### src/rtl/button_conditioner.sv
// Button front end: per-button two-flop synchroniser, debounce FSM, and registered
// level / press / release / long-press outputs for the tamagotchi controller.
module button_conditioner #(
    parameter int NUM_BTN         = 6,
    parameter int DEBOUNCE_CYCLES = 1000000,
    parameter int HOLD_CYCLES     = 250000000,
    parameter bit ACTIVE_LOW      = 1'b1
) (
    input  logic               clk,
    input  logic               rst_n,
    input  logic [NUM_BTN-1:0] btn_raw,
    output logic [NUM_BTN-1:0] btn_level,
    output logic [NUM_BTN-1:0] btn_press,
    output logic [NUM_BTN-1:0] btn_release,
    output logic [NUM_BTN-1:0] btn_long
);

    localparam int DW = $clog2(DEBOUNCE_CYCLES);
    localparam int HW = $clog2(HOLD_CYCLES + 1);
    localparam logic [DW-1:0] DEB_LAST  = DW'(DEBOUNCE_CYCLES - 1);
    localparam logic [HW-1:0] HOLD_LAST = HW'(HOLD_CYCLES - 1);
    localparam logic [HW-1:0] HOLD_MAX  = HW'(HOLD_CYCLES);
    localparam logic          INACTIVE  = ACTIVE_LOW;

    typedef enum logic [1:0] {
        IDLE,
        DEB_PRESS,
        PRESSED,
        DEB_RELEASE
    } state_t;

    genvar gi;
    generate
        for (gi = 0; gi < NUM_BTN; gi++) begin : g_chan
            logic          sync1_reg, sync2_reg;
            logic          p;
            state_t        state_reg, state_next;
            logic [DW-1:0] deb_cnt_reg, deb_cnt_next;
            logic [HW-1:0] hold_cnt_reg, hold_cnt_next;
            logic          long_done_reg, long_done_next;
            logic          level_reg, level_next;
            logic          press_reg, press_next;
            logic          release_reg, release_next;
            logic          long_reg, long_next;

            // XOR with the idle level turns either polarity into 1 = pressed.
            assign p = sync2_reg ^ INACTIVE;

            always_ff @(posedge clk or negedge rst_n) begin
                if (!rst_n) begin
                    sync1_reg     <= INACTIVE;
                    sync2_reg     <= INACTIVE;
                    state_reg     <= IDLE;
                    deb_cnt_reg   <= '0;
                    hold_cnt_reg  <= '0;
                    long_done_reg <= 1'b0;
                    level_reg     <= 1'b0;
                    press_reg     <= 1'b0;
                    release_reg   <= 1'b0;
                    long_reg      <= 1'b0;
                end else begin
                    sync1_reg     <= btn_raw[gi];
                    sync2_reg     <= sync1_reg;
                    state_reg     <= state_next;
                    deb_cnt_reg   <= deb_cnt_next;
                    hold_cnt_reg  <= hold_cnt_next;
                    long_done_reg <= long_done_next;
                    level_reg     <= level_next;
                    press_reg     <= press_next;
                    release_reg   <= release_next;
                    long_reg      <= long_next;
                end
            end

            always_comb begin
                state_next     = state_reg;
                deb_cnt_next   = deb_cnt_reg;
                hold_cnt_next  = hold_cnt_reg;
                long_done_next = long_done_reg;
                press_next     = 1'b0;
                release_next   = 1'b0;
                long_next      = 1'b0;
                case (state_reg)
                    IDLE: begin
                        if (p) begin
                            state_next   = DEB_PRESS;
                            deb_cnt_next = '0;
                        end
                    end
                    DEB_PRESS: begin
                        if (!p) begin
                            state_next = IDLE;
                        end else if (deb_cnt_reg == DEB_LAST) begin
                            state_next     = PRESSED;
                            press_next     = 1'b1;
                            hold_cnt_next  = '0;
                            long_done_next = 1'b0;
                        end else begin
                            deb_cnt_next = deb_cnt_reg + 1'b1;
                        end
                    end
                    PRESSED: begin
                        if (!p) begin
                            state_next   = DEB_RELEASE;
                            deb_cnt_next = '0;
                        end else begin
                            if (hold_cnt_reg != HOLD_MAX) begin
                                hold_cnt_next = hold_cnt_reg + 1'b1;
                            end
                            if (hold_cnt_reg == HOLD_LAST && !long_done_reg) begin
                                long_next      = 1'b1;
                                long_done_next = 1'b1;
                            end
                        end
                    end
                    DEB_RELEASE: begin
                        // A bounce back to pressed keeps hold_cnt and long_done intact.
                        if (p) begin
                            state_next = PRESSED;
                        end else if (deb_cnt_reg == DEB_LAST) begin
                            state_next   = IDLE;
                            release_next = 1'b1;
                        end else begin
                            deb_cnt_next = deb_cnt_reg + 1'b1;
                        end
                    end
                    default: state_next = IDLE;
                endcase
                level_next = (state_next == PRESSED) || (state_next == DEB_RELEASE);
            end

            assign btn_level[gi]   = level_reg;
            assign btn_press[gi]   = press_reg;
            assign btn_release[gi] = release_reg;
            assign btn_long[gi]    = long_reg;
        end
    endgenerate

endmodule

### config.mk
export PLATFORM = sky130hd
export DESIGN_NAME = button_conditioner
export DESIGN_NICKNAME = d
export VERILOG_FILES = /design/src/rtl/button_conditioner.sv
export SDC_FILE = /design/constraint.sdc
export NUM_CORES = 1
export LEC_CHECK = 0
export ABC_AREA = 1
export CORE_MARGIN = 2
export CORE_UTILIZATION = 64
export DETAILED_ROUTE_END_ITERATION = 12
export GPL_ROUTABILITY_DRIVEN = 0
export HOLD_SLACK_MARGIN = 0.02
export PLACE_DENSITY_LB_ADDON = 0.15
export SLEW_MARGIN = 30
export SYNTH_ARGS = -nofsm -noshare
export SYNTH_HDL_FRONTEND = slang
export SYNTH_SLANG_ARGS = --single-unit
### constraint.sdc
create_clock -name clk -period 2 [get_ports clk]
set_clock_uncertainty 0.1 [all_clocks]
set_input_delay 0.3 -clock clk [delete_from_list [all_inputs] [get_ports clk]]
set_output_delay 0.3 -clock clk [all_outputs]
set_load 0.05 [all_outputs]
==> out/metrics.cfg, run 1 <==
[clock_network]
clkSinkCount=342
worstSkewPairLatency_ns=0.57
cts_max_level=2
cts_buffer_depth=3
cts_buffers=40
cts.clk_slew.worst_paths_ns=0.06
cts_tree=yes
root_buffer=clkbuf_16

[worst_hold_path]
holdCritStartpoint=btn_raw[3]
min_path_cells=1
hold_path_class=in -> reg
min_to=g_chan[3].sync1_reg

[placement]
port_buffers=31
placed_cell_area_mm2=0.0237
dp.final_hpwl_um=38900
pre_cts_ws_ns=-0.107

[critical_path]
path_class=reg -> reg
path_cells=nor2_1 -> nand3_1 -> nor2_1 -> nand4_1 -> nand2_4 -> buf_4 -> o21ai_0
critPathMaxStageDelay_ns=0.43
cp.required_ns=2.32
crit_slowest_cell=dfrtp_1
cp_top_family=simple AND/OR/NAND/NOR gates
crit_arrival_ns=2.27
crit_fanout=11
startpoint=g_chan[0].deb_cnt_reg[13]
crit-reg2reg-launch=g_chan[0].deb_cnt_reg[13]
cpMostUsedCell=nor2_1
rrSetupSlack_ns=0.06
end_kind=flip-flop
r2r_end=g_chan[0].deb_cnt_reg[16]
reg2reg_depth=7
worstSetupStartpointType=flip-flop
cp.buffers_inverters=1

[cells_and_area]
nNetsFinal=3654
antennaDiodeCount=0
largest_register_ffs=168
mostFrequentLayoutCells=nand2_1 (1427), nor2_1 (677), dfrtp_1 (326), inv_1 (262), nand3_1 (258)
multi_input_area_mm2=0.0126
mostFrequentLayoutCell=nand2_1
regArea_mm2=0.00858
drive_gt1_frac=0.0844
final_cell_area_mm2=0.0255
fill_cells=2774
area_growth_pct=13.0

[floorplan]
rows=68
core_mm2=0.0346
start_util=0.653
dieHeight_um=192
ios=32
fp.dieW_um=192
dieArea_mm2=0.0368

[synthesis]
ys_types=43
synth_top_area_frac=0.365
yosysWarningCount=0
synth_area_leaders=dfrtp_1 (37%), nand2_1 (24%), nor2_1 (11%)
yosysSeqAreaShare=0.379
synth_edf_count=0
syn_inst=3535
synth-seq-cells=342
synth.net_count=3561
synth_area_leader_cell=dfrtp_1
async_flop_share=1.00
syn_area_per_cell_um2=6.39
netlist_area_mm2=0.0226
synth_top_flop_cell=dfrtp_1

[grt]
grt_start_max_net_pins=55
grt_usage=0.304
grt_pass1_vias=20854
grt-ovfl-total=0
grt_pass1_wl_um=94300
grt_antenna_before_repair=0

[timing]
timing.final.crit_share=0.972
setup_ws_ns=0.0561
maxSlewViolCount=0
rsz0062_at_grt=true
hold_viol=0
worst_pin_slew_ns=0.526
worst_slew_margin_rel=0.651
setup_violations=0
max_freq_ghz=0.514
finalCriticalPeriod_ns=1.94

[route]
drt_wl_total_um=55700
via_count=22337
drt_iter0_drc=2072
wl_per_cell_um=13.5
antenna_left=0
via_per_inst=5.43
drc=0
drtPass1Iterations=8

[flow_run]
cap_violations=0

[power_and_ir_drop]
power.density_mw_per_mm2=601
max-vdd-ir-drop_mv=0.744
p_leak_nw=11.1

[status]
outcome=finished clean

## worst max path at each step
| stage | to | slack [ns] | cells after the start |
|---|---|---|---|
| 5_1_grt | g_chan[2].long_done_reg | -0.1 | 9 |
| 3_5_place_dp | g_chan[3].hold_cnt_reg[0] | -0.11 | 9 |
| 3_3_place_gp | g_chan[3].hold_cnt_reg[25] | 0.03 | 9 |
| 6_report | g_chan[0].deb_cnt_reg[16] | 0.06 | 7 |
| 2_1_floorplan | g_chan[3].hold_cnt_reg[24] | 0.19 | 9 |
| 4_1_cts | g_chan[0].hold_cnt_reg[10] | 0.02 | 8 |
## where the power goes
part           switching, W  leakage (nW)  total, W  internal, W
registers         0.0000606          4.70   0.00705      0.00699
clock network       0.00309         0.656   0.00761      0.00452
logic              0.000473          5.75  0.000687     0.000214
total               0.00362          11.1    0.0153       0.0117
## cell type report
type	count	area share
Clock buffer	49	0.0421
Clock inverter	25	0.0114
Inverter	279	0.0415
Multi-Input combinational cell	2817	0.494
Sequential cell	342	0.336
Tap cell	455	0.0223
Timing Repair Buffer	146	0.0523
Timing Repair inverter	2	0.000588
## worst reg2reg max path, cell delays in order, from the launching register on
cell     delay (ns)
dfrtp_1        0.43
nor2_1         0.17
nand3_1        0.09
nor2_1         0.27
nand4_1        0.26
nand2_4        0.18
buf_4          0.19
o21ai_0        0.12
## metal layers
metal	vias to the layer above	track usage	part of all wire
li1	11120	-	-
met1	10323	0.409	0.44
met2	753	0.509	0.48
met3	141	0.0418	0.060
met4	0	0.100	0.027
met5	-	0	0
## cell usage after synthesis, types with 8 or more instances
cell type,instances
nand3b_1,9
nor2_1,685
nand2_2,9
o21ai_0,117
nand3_1,260
nor3_1,39
dfrtp_1,330
xor2_1,85
buf_2,37
nor2_2,8
buf_6,10
buf_4,30
xnor2_1,46
inv_1,269
nand4_1,40
nand2_1,1436
clkbuf_1,20
or2_2,14
dfstp_2,12
inv_2,9
ha_1,18
## cells by family after synthesis
family	share of synthesized area
simple gates	0.451
flops	0.379
buf+inv	0.0737
fa+ha+maj	0.00997
xor+xnor	0.0508
compound gates	0.0349
## repair_timing
action,4_1_cts,5_1_grt
pin swaps,1,12
buffers inserted,0,17
gates cloned,1,6
endpoints found under the hold margin,330,0
hold buffers,1,0
endpoints found under the setup margin,49,229
gates resized for setup,22,62
## through the flow
stage / std cells / total power [W] / util / setup TNS, ns / hold WS [ns]
3_3_place_gp: 4016 / 0.00777 / 0.685 / 0 / 0.155
6_report: 4115 / 0.0153 / 0.737 / 0 / 0.0403
4_1_cts: 4092 / 0.0154 / 0.724 / 0 / 0.0207
5_1_grt: 4115 / 0.0159 / 0.737 / -0.447 / 0.0263
3_5_place_dp: 4016 / 0.00780 / 0.685 / -1.73 / 0.155
2_1_floorplan: 3535 / 0.00747 / - / 0 / -0.0956
(Power assumes the default switching activity.)
==> inputs of run 2 (changes only) <==
--- a/config.mk
+++ b/config.mk
@@ -7,7 +7,7 @@
 export LEC_CHECK = 0
 export ABC_AREA = 1
 export CORE_MARGIN = 2
-export CORE_UTILIZATION = 64
+export CORE_UTILIZATION = 40
 export DETAILED_ROUTE_END_ITERATION = 12
 export GPL_ROUTABILITY_DRIVEN = 0
 export HOLD_SLACK_MARGIN = 0.02
==> run 2 against run 1 <==
Effect of this change: routed wire length up 3.3%; cell area up 3.9%; setup slack gained 0.079 ns; total power up 2.3%; critical path depth rose by 2; via count is 5.1% lower; count of clock-buffer cells in the layout up 9; core utilization decreased by 27 points; global-route usage fell by 11 points; non-clock buffer count grew 76; critical endpoint is now g_chan[2].hold_cnt_reg[6]; first-iteration DRC count is 40% lower; combinational power is 5.1% higher.
==> out/metrics.cfg, run 2 (synthesis gave the netlist of run 1 again) <==
[grt]
grt_start_max_net_pins=47  ; -15%
grt_usage=0.197  ; -0.107
grt_antenna_before_repair=1  ; +1
grt-ovfl-total=0  ; unchanged
grt_pass1_wl_um=98400  ; +4.4%
grt_pass1_vias=20067  ; -3.8%

[timing]
timing.final.crit_share=0.933  ; -0.0393
maxSlewViolCount=0  ; unchanged
hold_viol=0  ; unchanged
worst_pin_slew_ns=0.506  ; -0.0200 ns
setup_violations=0  ; unchanged
hold_ws_ns=0.129  ; +0.0887 ns
rsz0062_at_grt=true
max_freq_ghz=0.536  ; +4.2%
finalCriticalPeriod_ns=1.87  ; -0.0785 ns
fin_tns_setup_ns=0  ; unchanged
worst_slew_margin_rel=0.664  ; +0.0133

[floorplan]
dieHeight_um=242  ; +26%
rows=87  ; +28%
dieArea_mm2=0.0584  ; +59%
fp.dieW_um=242  ; +26%
ios=32  ; unchanged
start_util=0.402  ; -0.250
core_mm2=0.0562  ; +62%

[cells_and_area]
nNetsFinal=3731  ; +2.1%
area_growth_pct=17.4
fin_util=0.472  ; -0.265
final_cell_area_mm2=0.0265  ; +3.9%
antennaDiodeCount=0  ; unchanged
largest_register_ffs=168  ; unchanged
fill_cells=5986  ; +120%
mostFrequentLayoutCells=nand2_1 (1433), nor2_1 (681), dfrtp_1 (328), inv_1 (266), nand3_1 (260)
mostFrequentLayoutCell=nand2_1
drive_gt1_frac=0.0966  ; +0.0121

[route]
antenna_left=0  ; unchanged
via_per_inst=4.72  ; -13%
drt_wl_total_um=57500  ; +3.3%
drc=0  ; unchanged
wl_per_cell_um=12.8  ; -5.4%
via_count=21205  ; -5.1%
drt_iter0_drc=1253  ; -40%
drtPass1Iterations=6  ; -2

[power_and_ir_drop]
comb_power_share=0.046  ; about the same
p_sw_frac=0.238  ; +0.00179
p_leak_nw=11.5  ; +3.8%
pwr-share-clk=0.505  ; +0.009
max-vdd-ir-drop_mv=0.649  ; -13%
power.density_mw_per_mm2=592  ; -1.5%
seqPwrFrac=0.449  ; -0.010
intPower_w=0.0120  ; +2.0%
finalPower_w=0.0157  ; +2.3%
power_switching_w=0.00373  ; +3.1%

[clock_network]
root_buffer=clkbuf_16
worstSkewPairLatency_ns=0.58  ; about the same
cts_max_level=2  ; unchanged
cts_tree=yes
cts_buffer_depth=3  ; unchanged
cts.clk_slew.worst_paths_ns=0.05  ; about the same
cts_buffers=43  ; +7.5%
clkSinkCount=342  ; unchanged

[critical_path]
end_kind=flip-flop
cpMostUsedCell=nand3_1
path_class=reg -> reg
crit_slowest_cell=dfrtp_1
path_cells=ha_1 -> nand3_1 -> nor2_1 -> nand3_1 -> a21oi_4 -> buf_12 -> buf_4 -> nand3_1 -> nand2_1
crit_fanout=10  ; -1
cp.required_ns=2.41  ; +0.09 ns
critPathMaxStageDelay_ns=0.36  ; -0.07 ns
crit_arrival_ns=2.27  ; about the same
worstSetupStartpointType=flip-flop

[placement]
port_buffers=31  ; unchanged
placed_cell_area_mm2=0.0247  ; +4.3%
dp.final_hpwl_um=41600  ; +6.7%

[flow_run]
cap_violations=0  ; unchanged

[status]
outcome=finished clean

[worst_hold_path]
hold_path_class=in -> reg

[run 2: changes by cell type in the layout (fill, tap and decap cells not counted), sizes merged]
cell,previous run,this run
buf,118,191
bufinv,5,3
clkbuf,50,58
clkinvlp,11,10
dlygate4sd2,20,19
dlygate4sd3,1,6
inv,278,277
nand2,1454,1451
[run 2: area by class of cell]
class / instances / area, µm² / area share
well taps: 756 / 946 / 0.0357
flip-flops and latches: 342 / 8580 / 0.323
clock buffers: 58 / 1230 / 0.0465
clock inverters: 20 / 208 / 0.00783
repair buffers: 222 / 1980 / 0.0746
inverters: 279 / 1060 / 0.0400
repair inverters: 3 / 22.5 / 0.000849
multi-input cells: 2814 / 12500 / 0.471
[run 2: repair_timing]
| action | CTS | global route |
|---|---|---|
| pin swaps | 0 | 5 |
| endpoints found under the hold margin | 337 | 0 |
| gates cloned | 1 | 4 |
| hold buffers | 6 | 0 |
| endpoints found under the setup margin | 47 | 168 |
| buffers inserted | 0 | 11 |
| resized for setup | 20 | 33 |
[run 2: power by group through the flow]
| stage | registers [W] | clock network (W) | logic (W) |
|---|---|---|---|
| after floorplan | 0.00717 | 0 | 0.000303 |
| after global placement | 0.00717 | 0 | 0.000689 |
| after detailed placement | 0.00717 | 0 | 0.000687 |
| after CTS | 0.00705 | 0.00826 | 0.000702 |
| after global routing | 0.00705 | 0.00852 | 0.000823 |
| final | 0.00705 | 0.00793 | 0.000722 |
[run 2: metrics by stage]
step,worst slack [ns],instances
floorplan,0.191,3535
global placement,-0.0181,4394
detailed placement,-0.0505,4394
CTS,0.0161,4479
global route,-0.0122,4494
finish,0.135,4494
[run 2: critical path, delay by kind of cell (launching register included)]
| family | cells | cell delay (ns) |
|---|---|---|
| AO/OA/AOI/OAI | 1 | 0.22 |
| adder cells (fa/ha/maj) | 1 | 0.17 |
| buffers and inverters | 2 | 0.32 |
| flip-flops | 1 | 0.36 |
| AND/OR/NAND/NOR | 5 | 0.63 |
[run 2: path summary, 6_finish.rpt]
path                                              to  slack, ns  depth (start not counted)                      from
min reg2reg                      g_chan[0].sync2_reg       0.26                          0       g_chan[0].sync1_reg
min in group asynchronous   g_chan[1].deb_cnt_reg[1]       0.16                          2                     rst_n
max                        g_chan[2].hold_cnt_reg[6]       0.13                          9  g_chan[2].deb_cnt_reg[1]
max reg2reg                g_chan[2].hold_cnt_reg[6]       0.13                          9  g_chan[2].deb_cnt_reg[1]
max in group asynchronous        g_chan[3].sync2_reg       0.98                          3                     rst_n
min                              g_chan[4].sync1_reg       0.13                          1                btn_raw[4]
[run 2: metal layers]
layer  share of wire  up-vias  wire length, µm  track usage
met2            0.45      320            25900        0.324
met4           0.025        2             1420       0.0566
met1            0.49     9534            28300        0.273
li1                -    11256                -            -
met5         0.00012        -                7            0
met3           0.032       93             1850       0.0223
